==> src/rtl/stopwatch_ctrl.sv <==
// Button sequencer for the 00-59 seconds counter: debounces START/MODE/CLR
// and runs the IDLE/RUN/PAUSE/ALARM machine that drives the counter and display.
module stopwatch_ctrl #(
    parameter int DEBOUNCE_CYCLES = 1000000,
    parameter int FLASH_CYCLES    = 25000000
) (
    input  logic       CLK,
    input  logic       RST,
    input  logic       BTN_START,
    input  logic       BTN_MODE,
    input  logic       BTN_CLR,
    input  logic [3:0] ONES,
    input  logic [3:0] TENS,
    output logic       CNT_EN,
    output logic       CNT_RST,
    output logic       CNT_STYLE,
    output logic       BLANK,
    output logic [1:0] STATE
);

    localparam int DW = $clog2(DEBOUNCE_CYCLES + 1);
    localparam int FW = $clog2(FLASH_CYCLES + 1);
    localparam logic [DW-1:0] DB_LAST    = DW'(DEBOUNCE_CYCLES - 1);
    localparam logic [FW-1:0] FLASH_LAST = FW'(FLASH_CYCLES - 1);

    localparam int B_START = 0;
    localparam int B_MODE  = 1;
    localparam int B_CLR   = 2;

    typedef enum logic [1:0] {
        IDLE  = 2'd0,
        RUN   = 2'd1,
        PAUSE = 2'd2,
        ALARM = 2'd3
    } state_t;

    state_t        state;
    logic [2:0]    raw;
    logic [2:0]    sync1;
    logic [2:0]    sync2;
    logic [2:0]    level;
    logic [2:0]    press;
    logic [DW-1:0] db_cnt [3];
    logic [FW-1:0] flash_cnt;
    logic          nonzero_prev;
    logic          at_zero;

    assign raw     = {BTN_CLR, BTN_MODE, BTN_START};
    assign at_zero = (ONES == 4'd0) && (TENS == 4'd0);
    assign STATE   = state;

    // Each button: two-flop synchronizer, then a level must hold for
    // DEBOUNCE_CYCLES before it is accepted; only accepted rises pulse.
    always_ff @(posedge CLK) begin
        if (RST) begin
            sync1 <= '0;
            sync2 <= '0;
            level <= '0;
            press <= '0;
            for (int i = 0; i < 3; i++) begin
                db_cnt[i] <= '0;
            end
        end else begin
            sync1 <= raw;
            sync2 <= sync1;
            press <= '0;
            for (int i = 0; i < 3; i++) begin
                if (sync2[i] == level[i]) begin
                    db_cnt[i] <= '0;
                end else if (db_cnt[i] == DB_LAST) begin
                    db_cnt[i] <= '0;
                    level[i]  <= sync2[i];
                    press[i]  <= sync2[i];
                end else begin
                    db_cnt[i] <= db_cnt[i] + 1'b1;
                end
            end
        end
    end

    // Main sequencer. CLR outranks START, which outranks MODE; the zero
    // check only alarms on a nonzero-to-00 arrival while counting down.
    always_ff @(posedge CLK) begin
        if (RST) begin
            state        <= IDLE;
            CNT_EN       <= 1'b0;
            CNT_RST      <= 1'b0;
            CNT_STYLE    <= 1'b1;
            BLANK        <= 1'b0;
            flash_cnt    <= '0;
            nonzero_prev <= 1'b0;
        end else begin
            nonzero_prev <= !at_zero;
            CNT_RST      <= 1'b0;
            case (state)
                IDLE: begin
                    CNT_EN    <= 1'b0;
                    BLANK     <= 1'b0;
                    flash_cnt <= '0;
                    if (press[B_CLR]) begin
                        CNT_RST <= 1'b1;
                    end else if (press[B_START]) begin
                        state  <= RUN;
                        CNT_EN <= 1'b1;
                    end else if (press[B_MODE]) begin
                        CNT_STYLE <= !CNT_STYLE;
                    end
                end
                RUN: begin
                    BLANK     <= 1'b0;
                    flash_cnt <= '0;
                    if (press[B_CLR]) begin
                        state   <= IDLE;
                        CNT_EN  <= 1'b0;
                        CNT_RST <= 1'b1;
                    end else if (press[B_START]) begin
                        state  <= PAUSE;
                        CNT_EN <= 1'b0;
                    end else if (!CNT_STYLE && nonzero_prev && at_zero) begin
                        state  <= ALARM;
                        CNT_EN <= 1'b0;
                    end
                end
                PAUSE: begin
                    BLANK     <= 1'b0;
                    flash_cnt <= '0;
                    if (press[B_CLR]) begin
                        state   <= IDLE;
                        CNT_EN  <= 1'b0;
                        CNT_RST <= 1'b1;
                    end else if (press[B_START]) begin
                        state  <= RUN;
                        CNT_EN <= 1'b1;
                    end
                end
                ALARM: begin
                    CNT_EN <= 1'b0;
                    if (press[B_CLR] || press[B_START]) begin
                        state     <= IDLE;
                        CNT_RST   <= 1'b1;
                        BLANK     <= 1'b0;
                        flash_cnt <= '0;
                    end else if (flash_cnt == FLASH_LAST) begin
                        flash_cnt <= '0;
                        BLANK     <= !BLANK;
                    end else begin
                        flash_cnt <= flash_cnt + 1'b1;
                    end
                end
                default: begin
                    state <= IDLE;
                end
            endcase
        end
    end

endmodule

==> config.mk <==
export PLATFORM = sky130hd
export DESIGN_NAME = stopwatch_ctrl
export DESIGN_NICKNAME = d
export VERILOG_FILES = /design/src/rtl/stopwatch_ctrl.sv
export SDC_FILE = /design/constraint.sdc
export NUM_CORES = 1
export LEC_CHECK = 0
export ABC_AREA = 1
export BUFFER_PORTS_ARGS = -buffer_cell sky130_fd_sc_hd__buf_4
export CAP_MARGIN = 20
export CORE_AREA = 5 5 114 116
export CTS_BUF_LIST = sky130_fd_sc_hd__clkbuf_4 sky130_fd_sc_hd__clkbuf_8
export CTS_CLUSTER_DIAMETER = 50
export DETAILED_ROUTE_END_ITERATION = 7
export DIE_AREA = 0 0 119 121
export GPL_ROUTABILITY_DRIVEN = 0
export PLACE_DENSITY = 0.74
export SLEW_MARGIN = 10
export SYNTH_ARGS = -nofsm -noshare
export SYNTH_HDL_FRONTEND = slang
export SYNTH_SLANG_ARGS = --single-unit
==> constraint.sdc <==
create_clock -name CLK -period 2.83 [get_ports CLK]
set_input_delay 0.566 -clock CLK [delete_from_list [all_inputs] [get_ports CLK]]
set_output_delay 0.566 -clock CLK [all_outputs]
set_load 0.1 [all_outputs]
==> After elaboration in Yosys (flattened, before gate mapping) <==
Memory sizes are Yosys's and may differ from the RTL's.
Cells that the tools add are included.
{ "word_totals": {"reg_bits": 44, "ramBits": 60, "n_memories": 1} }
{ "mem_list": {"columns": ["name", "words", "width", "read_ports", "rd_ports_with_merged_regs", "wr", "line_no", "text"], "rows": [
  ["db_cnt", 3, 20, 3, 0, 3, "43", "logic [DW-1:0] db_cnt [3];"]
]} }
{ "classes": {"n_addsub": 4, "n_eq_ne": 15, "n_mux": 69, "bitwise_logic": 17, "reduce_logical": 20} }
{ "ops": {"columns": ["cell", "n"], "rows": [
  ["$mux 20", 9],
  ["$add 20x1->20 const B", 3],
  ["$eq 20x20->1 const B", 3],
  ["$mux 25", 2],
  ["$pmux 25 s2", 1],
  ["$mux 1", 46],
  ["$add 25x1->25 const B", 1],
  ["$eq 25x25->1 const B", 1],
  ["$mux 2", 7],
  ["$reduce_or 3->1", 4],
  ["$or 1x1->1", 9],
  ["$logic_not 4->1", 2],
  ["$not 1->1", 8],
  ["$pmux 2 s4", 1],
  ["$reduce_and 2->1", 4],
  ["$ne 3x3->1 const B", 2],
  ["$eq 2x2->1 const B", 2],
  ["$ne 2x2->1 const B", 2],
  ["$ne 4x4->1 const B", 1],
  ["$pmux 1 s2", 2],
  ["$pmux 1 s4", 1],
  ["$reduce_and 4->1", 1],
  ["$eq 1x1->1", 3],
  ["$logic_and 1x1->1", 3],
  ["5 further kinds", 7]
]} }

==> Longest topological paths before layout <==
Gate-level depths: netlist of run 1.
{ "logic_depth": {"depth_word": 7, "ltp_mapped": 9, "mapped_depth_nobuf": 9} }

==> Least setup slack after synthesis of run 1 <==
OpenSTA, ideal clock, no wires.
{ "synth_timing": {"kind": "reg-to-reg", "from": "reg state[0] (netlist: STATE[0])", "to": "reg flash_cnt[20]", "setup_ns": 0.066, "arrival_time_ns": 1.784, "required_ns": 2.764, "setup_slack_ns": 0.980, "path_stages_with_launch": 6, "path_buffers": 1, "synth_period_minus_slack_ns": 1.850, "path_cell_list": "dfxtp_1 > nand3_1 > nor2_2 > nand2_4 > buf_8 > a21oi_2"} }
{ "synth_via": {"elab_chain_cells": 3} }
{ "synth_lines": {"columns": ["item", "line_no", "text"], "rows": [
  ["start: declaration", "37", "state_t state;"],
  ["start signal: assignment", "85", "state <= IDLE;"],
  ["start signal: assignment", "103", "state <= RUN;"],
  ["start signal: assignment", "113", "state <= IDLE;"],
  ["$eq 2x2->1, or another cell as far along", "95", "case (state)"],
  ["$reduce_or 3->1 (no line)", null, null],
  ["$pmux 25 s2 *", "95", null],
  ["end signal: assignment", "147", "flash_cnt <= flash_cnt + 1'b1;"],
  ["end: declaration", "44", "logic [FW-1:0] flash_cnt;"]
]} }
Mark *: on every way between the ends. The rest lies on a longest branch, timed or not.
A chain may end at the register's enable or synchronous reset.

==> impl_metrics.py, run 1 <==
metrics = {
    "global_route": {
        "grt_max_degree": 26,
        "antenna_found_initial": 0,
        "grt_pass1_vias": 4442,
        "globalRouteOverflowTotal": 0,
        "grt_first_pass_wirelength_um": 19300,
        "track_usage": 0.163,
    },
    "clocking": {
        "post_cts_buffers": 0,
        "clk_pin_slew_ns": 0.10,
        "cts_resized": 0,
        "hold_buffers": 0,
        "cts_made_buffers": 9,
        "cts_sinks": 104,
        "cts_buffer_depth": 2,
        "ctsHtreeMaxLevel": 3,
        "cts_root_buf": "clkbuf_8",
        "cts_tree": "yes",
        "clock_latency_ns": 0.39,
    },
    "critical_path": {
        "crit_chain": "ha_1 > nand3_2 > nor3_1 > nand3_1 > nand3_1 > buf_4 > a21oi_1",
        "path_common_cell": "nand3_1",
        "cp-end-kind": "register",
        "crit_path_top_delay_cell": "edfxtp_1",
        "crit_fanout": 13,
        "cp_data_required_time_ns": 2.97,
        "startpoint_type": "register",
        "ff2ff_path_depth": 7,
        "worstPathArrival_ns": 2.11,
        "critical_path_class": "reg2reg",
        "cpPeakStageDelay_ns": 0.44,
    },
    "die": {
        "num_rows": 40,
        "fp.dieH_um": 121,
        "pin_count": 19,
        "die_area_mm2": 0.0144,
        "die_w_um": 119,
        "start_util": 0.490,
        "core-area_mm2": 0.0118,
    },
    "finish": {
        "n_antenna_cell": 0,
        "synthToLayoutAreaGrowth_pct": 12.3,
        "drive_gt1_frac": 0.111,
        "mostFrequentLayoutCells": "nand2_1, nor2_1, inv_1",
        "nets": 834,
        "final_common_cell": "nand2_1",
    },
    "routing": {
        "dr.pass1.iters": 5,
        "ant_nets": 0,
        "detail_route.wl_per_cell_um": 11.1,
        "vias_per_cell": 4.81,
        "num_vias": 4657,
        "post-route-drc-count": 0,
        "drt_iter0_markers": 243,
        "wl_um": 10800,
    },
    "status": {
        "status": "complete, no violations",
    },
    "timing": {
        "layout_min_cycle_time_ns": 1.96,
        "drv_slew": 0,
        "finalSetupTns_ns": 0,
        "maxSlewHeadroom": 0.666,
        "hold_viol_final": 0,
        "max_freq_ghz": 0.510,
        "setup_viol": 0,
        "rsz0062_at_grt": "false",
        "worst_pin_slew_ns": 0.500,
        "skew_ns": 0.00742,
        "fin_ws_ns": 0.868,
        "fin_crit_sh": 0.693,
    },
    "job": {
        "drv_cap": 0,
    },
    "yosys": {
        "synth_area_leader_cell": "edfxtp_1",
        "ys_async_sr_fraction": 0,
        "synth-edff-count": 60,
        "yosys_warnings": 0,
        "ys_types": 35,
        "netlist_instances": 737,
        "ys_seq_area_frac": 0.464,
        "synthFlopType": "edfxtp_1",
        "synth.area.top_cells": "edfxtp_1, dfxtp_1, nand2_1",
        "netlist_area_mm2": 0.00578,
        "synth.top_cell.area_share": 0.311,
        "ys_ff_latch": 104,
        "syn_avg_cell_area_um2": 7.85,
    },
    "pwr": {
        "p_per_area_mw_per_mm2": 481,
        "pwr-share-seq": 0.548,
        "ir_drop_mv": 0.294,
        "pwr-share-clk": 0.359,
        "p_int_w": 0.00233,
        "power_switching_w": 0.000799,
        "switching_share": 0.256,
        "combPwrFrac": 0.093,
        "leakage_nw": 2.29,
    },
    "min_path": {
        "worst_hold_path.num_cells": 3,
        "hold_class": "in2reg",
    },
    "placement": {
        "port_buffers": 18,
        "dp.final_hpwl_um": 8030,
        "post-place-ws_ns": 0.866,
    },
}
[power by group through the flow]
stage               clock network, W  logic [W]  registers [W]
floorplan                          0   0.000153        0.00181
global placement                   0   0.000289        0.00175
CTS                          0.00115   0.000291        0.00171
global route                 0.00121   0.000328        0.00173
finish                       0.00112   0.000292        0.00171
detailed placement                 0   0.000290        0.00175
[cell type report]
type	count	area, um2
fillers	1116	5320
well taps	147	184
repair buffers	20	150
inverters	63	236
clock buffers	10	131
clock inverters	6	106
flip-flops and latches	104	2680
multi-input cells	619	3010
[cell families after synthesis]
kind of cell	Yosys count	synth area share
and+or+nand+nor	465	0.358
buffers and inverters	73	0.0549
DFF	104	0.464
xor gates and xnor gates	40	0.0606
other	1	0.000648
AOI/OAI and AO/OA	50	0.0536
adders and majority gates	4	0.00865
[per-layer routing]
| layer | wire length [um] | vias to the layer above | share of wire | global-route usage |
|---|---|---|---|---|
| met5 | 0 | - | 0 | 0 |
| met2 | 4970 | 82 | 0.46 | 0.268 |
| met3 | 385 | 14 | 0.036 | 0.0275 |
| li1 | - | 2495 | - | - |
| met1 | 5200 | 2066 | 0.48 | 0.212 |
| met4 | 203 | 0 | 0.019 | 0.0688 |
[critical path, delay by kind of cell, from the launching register on]
kind | cells | cell delay [ns]
buffers and inverters | 1 | 0.26
flip-flops | 1 | 0.44
AO/OA/AOI/OAI | 1 | 0.06
AND/OR/NAND/NOR | 4 | 0.69
adder cells (fa/ha/maj) | 1 | 0.27
[registers in the layout, summed over array words and instances, names as in the netlist, 2 cells and up]
register / cells
STATE: 2
db_cnt: 60
flash_cnt: 25
level: 3
press: 3
sync1: 3
sync2: 3
[worst paths after layout]
kind / start / end / slack, ns
max: db_cnt[1][0]$_SDFFCE_PN0P_ / db_cnt[1][13]$_SDFFCE_PN0P_ / 0.87
max reg2reg: db_cnt[1][0]$_SDFFCE_PN0P_ / db_cnt[1][13]$_SDFFCE_PN0P_ / 0.87
min: BTN_CLR / sync1[2]$_SDFF_PP0_ / 0.39
min reg2reg: sync1[1]$_SDFF_PP0_ / sync2[1]$_SDFF_PP0_ / 0.40
[synth_stat cells, types with 3 or more instances]
cell type / count
nand3b_1: 12
nor2_4: 5
xnor2_1: 17
nand2_1: 183
nand2_2: 3
buf_6: 3
dfxtp_1: 44
xor2_1: 23
nor2_2: 19
inv_1: 61
nor3_1: 8
o21ai_0: 6
nand4_1: 22
nor2_1: 157
a21oi_1: 27
edfxtp_1: 60
nand3_2: 5
nand3_1: 37
ha_1: 4
or2_2: 5
a21oi_2: 15
or2_0: 4
[per-stage QoR]
step / utilization / total power (W) / std cells / instance area (um2) / hold WS [ns]
2_1_floorplan: - / 0.00197 / 796 / 6010 / 0.388
3_3_place_gp: 0.530 / 0.00204 / 953 / 6260 / 0.389
3_5_place_dp: 0.530 / 0.00204 / 953 / 6260 / 0.392
4_1_cts: 0.550 / 0.00315 / 969 / 6500 / 0.385
5_1_grt: 0.550 / 0.00326 / 969 / 6500 / 0.381
6_report: 0.550 / 0.00313 / 969 / 6500 / 0.387
Note: power is estimated with default switching activity, not from simulation.
==> run 2, diff against run 1 <==
==> constraint.sdc (replaced) <==
create_clock -name CLK -period 1.9 [get_ports CLK]
set_input_delay 0.38 -clock CLK [delete_from_list [all_inputs] [get_ports CLK]]
set_output_delay 0.38 -clock CLK [all_outputs]
set_load 0.1 [all_outputs]
==> run 2 against run 1 <==
Net effect: fmax increased by 13%; via count shrank 0.24%; non-clock buffer count up 2; first-iteration DRC count is 3.3% higher; largest cell class unchanged; wire length up 0.13%.
==> impl_metrics.py, run 2 (synthesized netlist as in run 1, its figures left out) <==
metrics = {
    "global_route": {
        "met3_usage": 0.0252,
        "grt_pass1_vias": 4378,
        "busiest_layer": "met2",
        "grt_first_pass_wirelength_um": 19100,
        "antenna_found_initial": 0,
        "grtUsageMet1": 0.206,
        "globalRouteOverflowTotal": 0,
        "grt_max_degree": 26,
        "use_met2": 0.270,
        "track_usage": 0.161,
    },
    "routing": {
        "ant_nets": 0,
        "drt_iter0_markers": 251,
        "post-route-drc-count": 0,
        "vias_per_cell": 4.78,
        "detail_route.wl_per_cell_um": 11.1,
        "num_vias": 4646,
        "dr.pass1.iters": 5,
        "wl_um": 10800,
    },
    "clocking": {
        "clk_pin_slew_ns": 0.10,
        "cts_tree": "yes",
        "cts_made_buffers": 9,
        "cts_root_buf": "clkbuf_8",
        "ctsHtreeMaxLevel": 3,
        "hold_buffers": 0,
        "cts_sinks": 104,
        "cts_buffer_depth": 2,
        "clock_latency_ns": 0.38,
    },
    "die": {
        "num_rows": 40,
        "pin_count": 19,
        "start_util": 0.490,
        "die_area_mm2": 0.0144,
        "die_w_um": 119,
        "core-area_mm2": 0.0118,
        "fp.dieH_um": 121,
    },
    "critical_path": {
        "crit_fanout": 20,
        "cp-end-kind": "register",
        "startpoint_type": "register",
        "worstPathArrival_ns": 1.87,
        "cp_data_required_time_ns": 2.03,
        "crit_start": "db_cnt[0][0]$_SDFFCE_PN0P_",
        "reg2reg_from": "db_cnt[0][0]$_SDFFCE_PN0P_",
        "critical_path_class": "reg2reg",
    },
    "finish": {
        "n_antenna_cell": 0,
        "drive_gt1_frac": 0.114,
        "reg.largest.list": "db_cnt x60, flash_cnt x25",
        "fin_cells": 971,
        "largest_register_ffs": 60,
        "final_common_cell": "nand2_1",
        "nets": 836,
        "synthToLayoutAreaGrowth_pct": 12.6,
        "mostFrequentLayoutCells": "nand2_1, nor2_1, inv_1",
        "regMostFlops": "db_cnt",
    },
    "timing": {
        "drv_slew": 0,
        "skew_ns": 0.0120,
        "finalSetupTns_ns": 0,
        "whs_ns": 0.207,
        "fin_crit_sh": 0.914,
        "max_freq_ghz": 0.576,
        "hold_viol_final": 0,
        "setup_viol": 0,
        "layout_min_cycle_time_ns": 1.74,
    },
    "job": {
        "drv_cap": 0,
    },
    "pwr": {
        "p_per_area_mw_per_mm2": 686,
        "ir_drop_mv": 0.310,
        "leakage_nw": 2.30,
    },
    "min_path": {
        "hold_class": "in2reg",
        "hold_start": "BTN_START",
    },
    "placement": {
        "dp.final_hpwl_um": 8080,
        "port_buffers": 18,
        "place_inst": 955,
    },
    "status": {
        "status": "complete, no violations",
    },
}
## run 2: stage by stage
stage               total power (W)  setup slack [ns]  instance area [um2]  utilization
floorplan                   0.00293            0.0498                 6010            -
global placement            0.00304             0.204                 6300        0.533
detailed placement          0.00304             0.115                 6300        0.533
CTS                         0.00452             0.100                 6510        0.551
global route                0.00468         -0.000333                 6510        0.551
finish                      0.00447             0.162                 6510        0.551
## run 2: final timing paths
kind / endpoint / slack, ns / cells after the start
worst max-delay path: db_cnt[0][4]$_SDFFCE_PN0P_ / 0.16 / 7
worst min register to register: sync2[0]$_SDFF_PP0_ / 0.40 / 2
worst max register to register: db_cnt[0][4]$_SDFFCE_PN0P_ / 0.16 / 7
worst min-delay path: sync1[0]$_SDFF_PP0_ / 0.21 / 3
## run 2: final cells by class
| cell class | instances | area [um2] |
|---|---|---|
| Inverter | 63 | 236 |
| Fill cell | 1155 | 5300 |
| Clock inverter | 4 | 50.0 |
| Clock buffer | 12 | 159 |
| Timing Repair Buffer | 22 | 194 |
| Sequential cell | 104 | 2680 |
| Tap cell | 147 | 184 |
| Multi-Input combinational cell | 619 | 3010 |
## run 2: routing by layer
| layer | share of wire | routed length, um |
|---|---|---|
| met5 | 0 | 0 |
| met4 | 0.017 | 182 |
| met3 | 0.029 | 311 |
| met2 | 0.46 | 4960 |
| met1 | 0.49 | 5320 |
## run 2: what timing repair did
action	4_1_cts	5_1_grt
resized for setup	0	1
setup buffers	0	0
setup endpoints to repair	0	20
## run 2: worst max-delay path: stages (launching register included)
cell and delay, ns:
edfxtp_1 0.40, ha_1 0.22, nand3_1 0.17, nor3_2 0.18, nand3_1 0.15, nand3_1 0.11
buf_6 0.19, nor2_1 0.06
## run 2: report_power, final
part	switching, W	internal, W	total, W
Clock	0.000774	0.000701	0.00147
Combinational	0.000316	0.000129	0.000445
Sequential	0.0000898	0.00246	0.00255
==> run 3, diff against run 2 <==
--- a/config.mk
+++ b/config.mk
@@ -5,16 +5,17 @@
 export SDC_FILE = /design/constraint.sdc
 export NUM_CORES = 1
 export LEC_CHECK = 0
-export ABC_AREA = 1
 export BUFFER_PORTS_ARGS = -buffer_cell sky130_fd_sc_hd__buf_4
 export CAP_MARGIN = 20
-export CORE_AREA = 5 5 114 116
+export CELL_PAD_IN_SITES_DETAIL_PLACEMENT = 1
+export CELL_PAD_IN_SITES_GLOBAL_PLACEMENT = 1
+export CORE_AREA = 5 5 110 112
 export CTS_BUF_LIST = sky130_fd_sc_hd__clkbuf_4 sky130_fd_sc_hd__clkbuf_8
 export CTS_CLUSTER_DIAMETER = 50
 export DETAILED_ROUTE_END_ITERATION = 7
-export DIE_AREA = 0 0 119 121
+export DIE_AREA = 0 0 115 117
 export GPL_ROUTABILITY_DRIVEN = 0
-export PLACE_DENSITY = 0.74
+export PLACE_DENSITY = 0.88
 export SLEW_MARGIN = 10
 export SYNTH_ARGS = -nofsm -noshare
 export SYNTH_HDL_FRONTEND = slang
==> run 3 against run 2 <==
Net effect: the run now ends with setup timing left; final cell count fell by 15%; worst setup slack got worse by 0.28 ns; clock power barely moved; first-iteration DRC count rose by 64%; critical endpoint is now flash_cnt[12]$_SDFF_PP0_; highest routed layer unchanged.
==> impl_metrics.py, run 3 <==
metrics = {
    "placement": {
        "dp.final_hpwl_um": 10200,
        "place_area_mm2": 0.00620,
        "post-place-ws_ns": -0.0643,
        "port_buffers": 18,
    },
    "pwr": {
        "ir_drop_mv": 0.575,
        "power_switching_w": 0.000993,
        "switching_share": 0.237,
        "combPwrFrac": 0.057,
        "pwr-share-clk": 0.349,
        "p_int_w": 0.00320,
        "p_per_area_mw_per_mm2": 615,
        "leakage_nw": 2.39,
        "pwr-share-seq": 0.594,
    },
    "finish": {
        "regArea_mm2": 0.00271,
        "multiInputGateArea_mm2": 0.00291,
        "final_util": 0.613,
        "reg.largest.list": "db_cnt x60, flash_cnt x25",
        "synthToLayoutAreaGrowth_pct": 28.5,
        "regMostFlops": "db_cnt",
        "largest_register_ffs": 60,
        "nets": 693,
        "fin_area_mm2": 0.00682,
        "drive_gt1_frac": 0.247,
        "mostFrequentLayoutCells": "buf_4, edfxtp_1, conb_1",
        "final_common_cell": "buf_4",
        "nFillCells": 1251,
        "n_antenna_cell": 0,
    },
    "yosys": {
        "synth_area_leader_cell": "edfxtp_1",
        "syn_avg_cell_area_um2": 9.97,
        "ys_types": 50,
        "synth.area.top_cells": "edfxtp_1, dfxtp_1, xor2_1",
        "netlist_instances": 532,
        "ys_ff_latch": 104,
        "synth_most_common_cell": "edfxtp_1",
        "netlist_area_mm2": 0.00531,
        "ys_async_sr_fraction": 0,
        "yosys_warnings": 0,
        "synth.top_cell.area_share": 0.340,
        "ys_seq_area_frac": 0.506,
        "synth-edff-count": 60,
        "synthTopCellsByCount": "edfxtp_1, nor2_1, dfxtp_1",
        "synthFlopType": "edfxtp_1",
    },
    "clocking": {
        "cts_buffer_depth": 2,
        "cts_root_buf": "clkbuf_8",
        "clock_latency_ns": 0.40,
        "clk_pin_slew_ns": 0.11,
        "hold_buffers": 0,
        "ctsHtreeMaxLevel": 3,
        "cts_sinks": 104,
        "cts_made_buffers": 9,
        "cts_tree": "yes",
    },
    "routing": {
        "vias_per_cell": 5.76,
        "wl_um": 16100,
        "post-route-drc-count": 0,
        "ant_nets": 0,
        "num_vias": 4745,
        "drt_iter0_markers": 412,
        "dr.pass1.iters": 4,
        "detail_route.wl_per_cell_um": 19.6,
    },
    "timing": {
        "fin_crit_sh": 1.06,
        "layout_min_cycle_time_ns": 2.01,
        "fin_ws_ns": -0.113,
        "max_freq_ghz": 0.497,
        "drv_slew": 0,
        "rsz0062_at_grt": "true",
        "hold_viol_final": 0,
        "skew_ns": 0.0203,
        "setup_viol": 26,
    },
    "die": {
        "fp.dieH_um": 117,
        "die_w_um": 115,
        "start_util": 0.477,
        "pin_count": 19,
        "die_area_mm2": 0.0135,
        "core-area_mm2": 0.0111,
        "num_rows": 39,
    },
    "critical_path": {
        "crit_fanout": 7,
        "crit_family": "simple AND/OR/NAND/NOR gates",
        "critical_path_class": "reg2reg",
        "cpPeakStageDelay_ns": 0.55,
        "cp_data_required_time_ns": 2.17,
        "path_buf_inv": 2,
        "crit_chain": "or4bb_4 > or2_4 > nor4_4 > buf_4 > buf_8 > nor3_1",
        "cp-end-kind": "register",
        "startpoint_type": "register",
        "worstPathArrival_ns": 2.28,
        "crit_path_top_delay_cell": "or4bb_4",
    },
    "status": {
        "status": "finished with violations",
        "violations": "setup timing",
    },
    "global_route": {
        "grt_pass1_vias": 4886,
        "track_usage": 0.227,
        "globalRouteOverflowTotal": 0,
        "grt_first_pass_wirelength_um": 24200,
        "antenna_found_initial": 0,
        "grt_max_degree": 27,
    },
    "job": {
        "drv_cap": 0,
    },
    "min_path": {
        "hold_class": "in2reg",
    },
}
[run 3: cell types whose count changed in the layout (fill, tap and decap cells not counted), sizes merged, moves of 15 or more]
cell	previous run	this run
and3	0	16
nor2	181	49
a21oi	42	24
o21ai	6	22
or4	0	19
inv	65	9
or3	0	18
buf	22	98
o31ai	0	15
nand2	187	28
[run 3: cell type report]
class | instances | share of cell area
inverter | 8 | 0.00440
sequential | 104 | 0.397
multi-input combinational | 455 | 0.427
clock buffer | 11 | 0.0213
tap | 143 | 0.0262
clock inverter | 5 | 0.00807
timing repair buffer | 98 | 0.117
[run 3: worst reg2reg max path: cells and delay by family (launching register included)]
kind          cells  cell delay [ns]
simple gates      4             1.16
flops             1             0.38
buf+inv           2             0.34
[run 3: path summary, 6_finish.rpt]
| check | startpoint | end | slack [ns] | cells after the start |
|---|---|---|---|---|
| worst max-delay path | flash_cnt[8]$_SDFF_PP0_ | flash_cnt[12]$_SDFF_PP0_ | -0.11 | 6 |
| worst max register to register | flash_cnt[8]$_SDFF_PP0_ | flash_cnt[12]$_SDFF_PP0_ | -0.11 | 6 |
| worst min register to register | sync1[1]$_SDFF_PP0_ | sync2[1]$_SDFF_PP0_ | 0.46 | 1 |
| worst min-delay path | BTN_CLR | sync1[2]$_SDFF_PP0_ | 0.20 | 2 |
[run 3: power by group through the flow]
stage	sequential (W)	clock (W)	combinational, W
finish	0.00249	0.00146	0.000239
global route	0.00250	0.00159	0.000261
CTS	0.00249	0.00149	0.000214
detailed placement	0.00254	0	0.000207
global placement	0.00254	0	0.000196
floorplan	0.00253	0	0.000109
[run 3: routing by layer]
layer	GRT usage	part of all wire	vias up
met4	0.0696	0.020	0
met3	0.0411	0.036	27
li1	-	-	2231
met2	0.427	0.53	107
met1	0.260	0.41	2380
met5	0	0	-
[run 3: logic make-up (layout without fill, tap and decap cells)]
group | Yosys count | in the layout | share of synthesized area
AND/OR/NAND/NOR | 263 | 263 | 0.285
flip-flops | 104 | 104 | 0.506
AO/OA/AOI/OAI | 77 | 77 | 0.0892
XOR/XNOR | 51 | 51 | 0.0842
buffers and inverters | 32 | 122 | 0.0257
adder cells (fa/ha/maj) | 4 | 4 | 0.00943
other | 1 | 60 | 0.000707
[run 3: stage by stage]
step	setup TNS [ns]	instances	power (W)	hold slack, ns
floorplan	-0.0287	591	0.00264	0.414
global placement	0	779	0.00273	0.432
detailed placement	-1.12	779	0.00275	0.447
CTS	-0.0879	803	0.00420	0.190
global route	-4.02	824	0.00435	0.194
finish	-1.66	824	0.00420	0.196
[run 3: what timing repair did]
action,in CTS,in global routing
gates cloned,0,2
gates resized for setup,17,38
endpoints found under the setup margin,51,85
buffers inserted,8,19
endpoints found under the hold margin,0,0
pin swaps,7,10
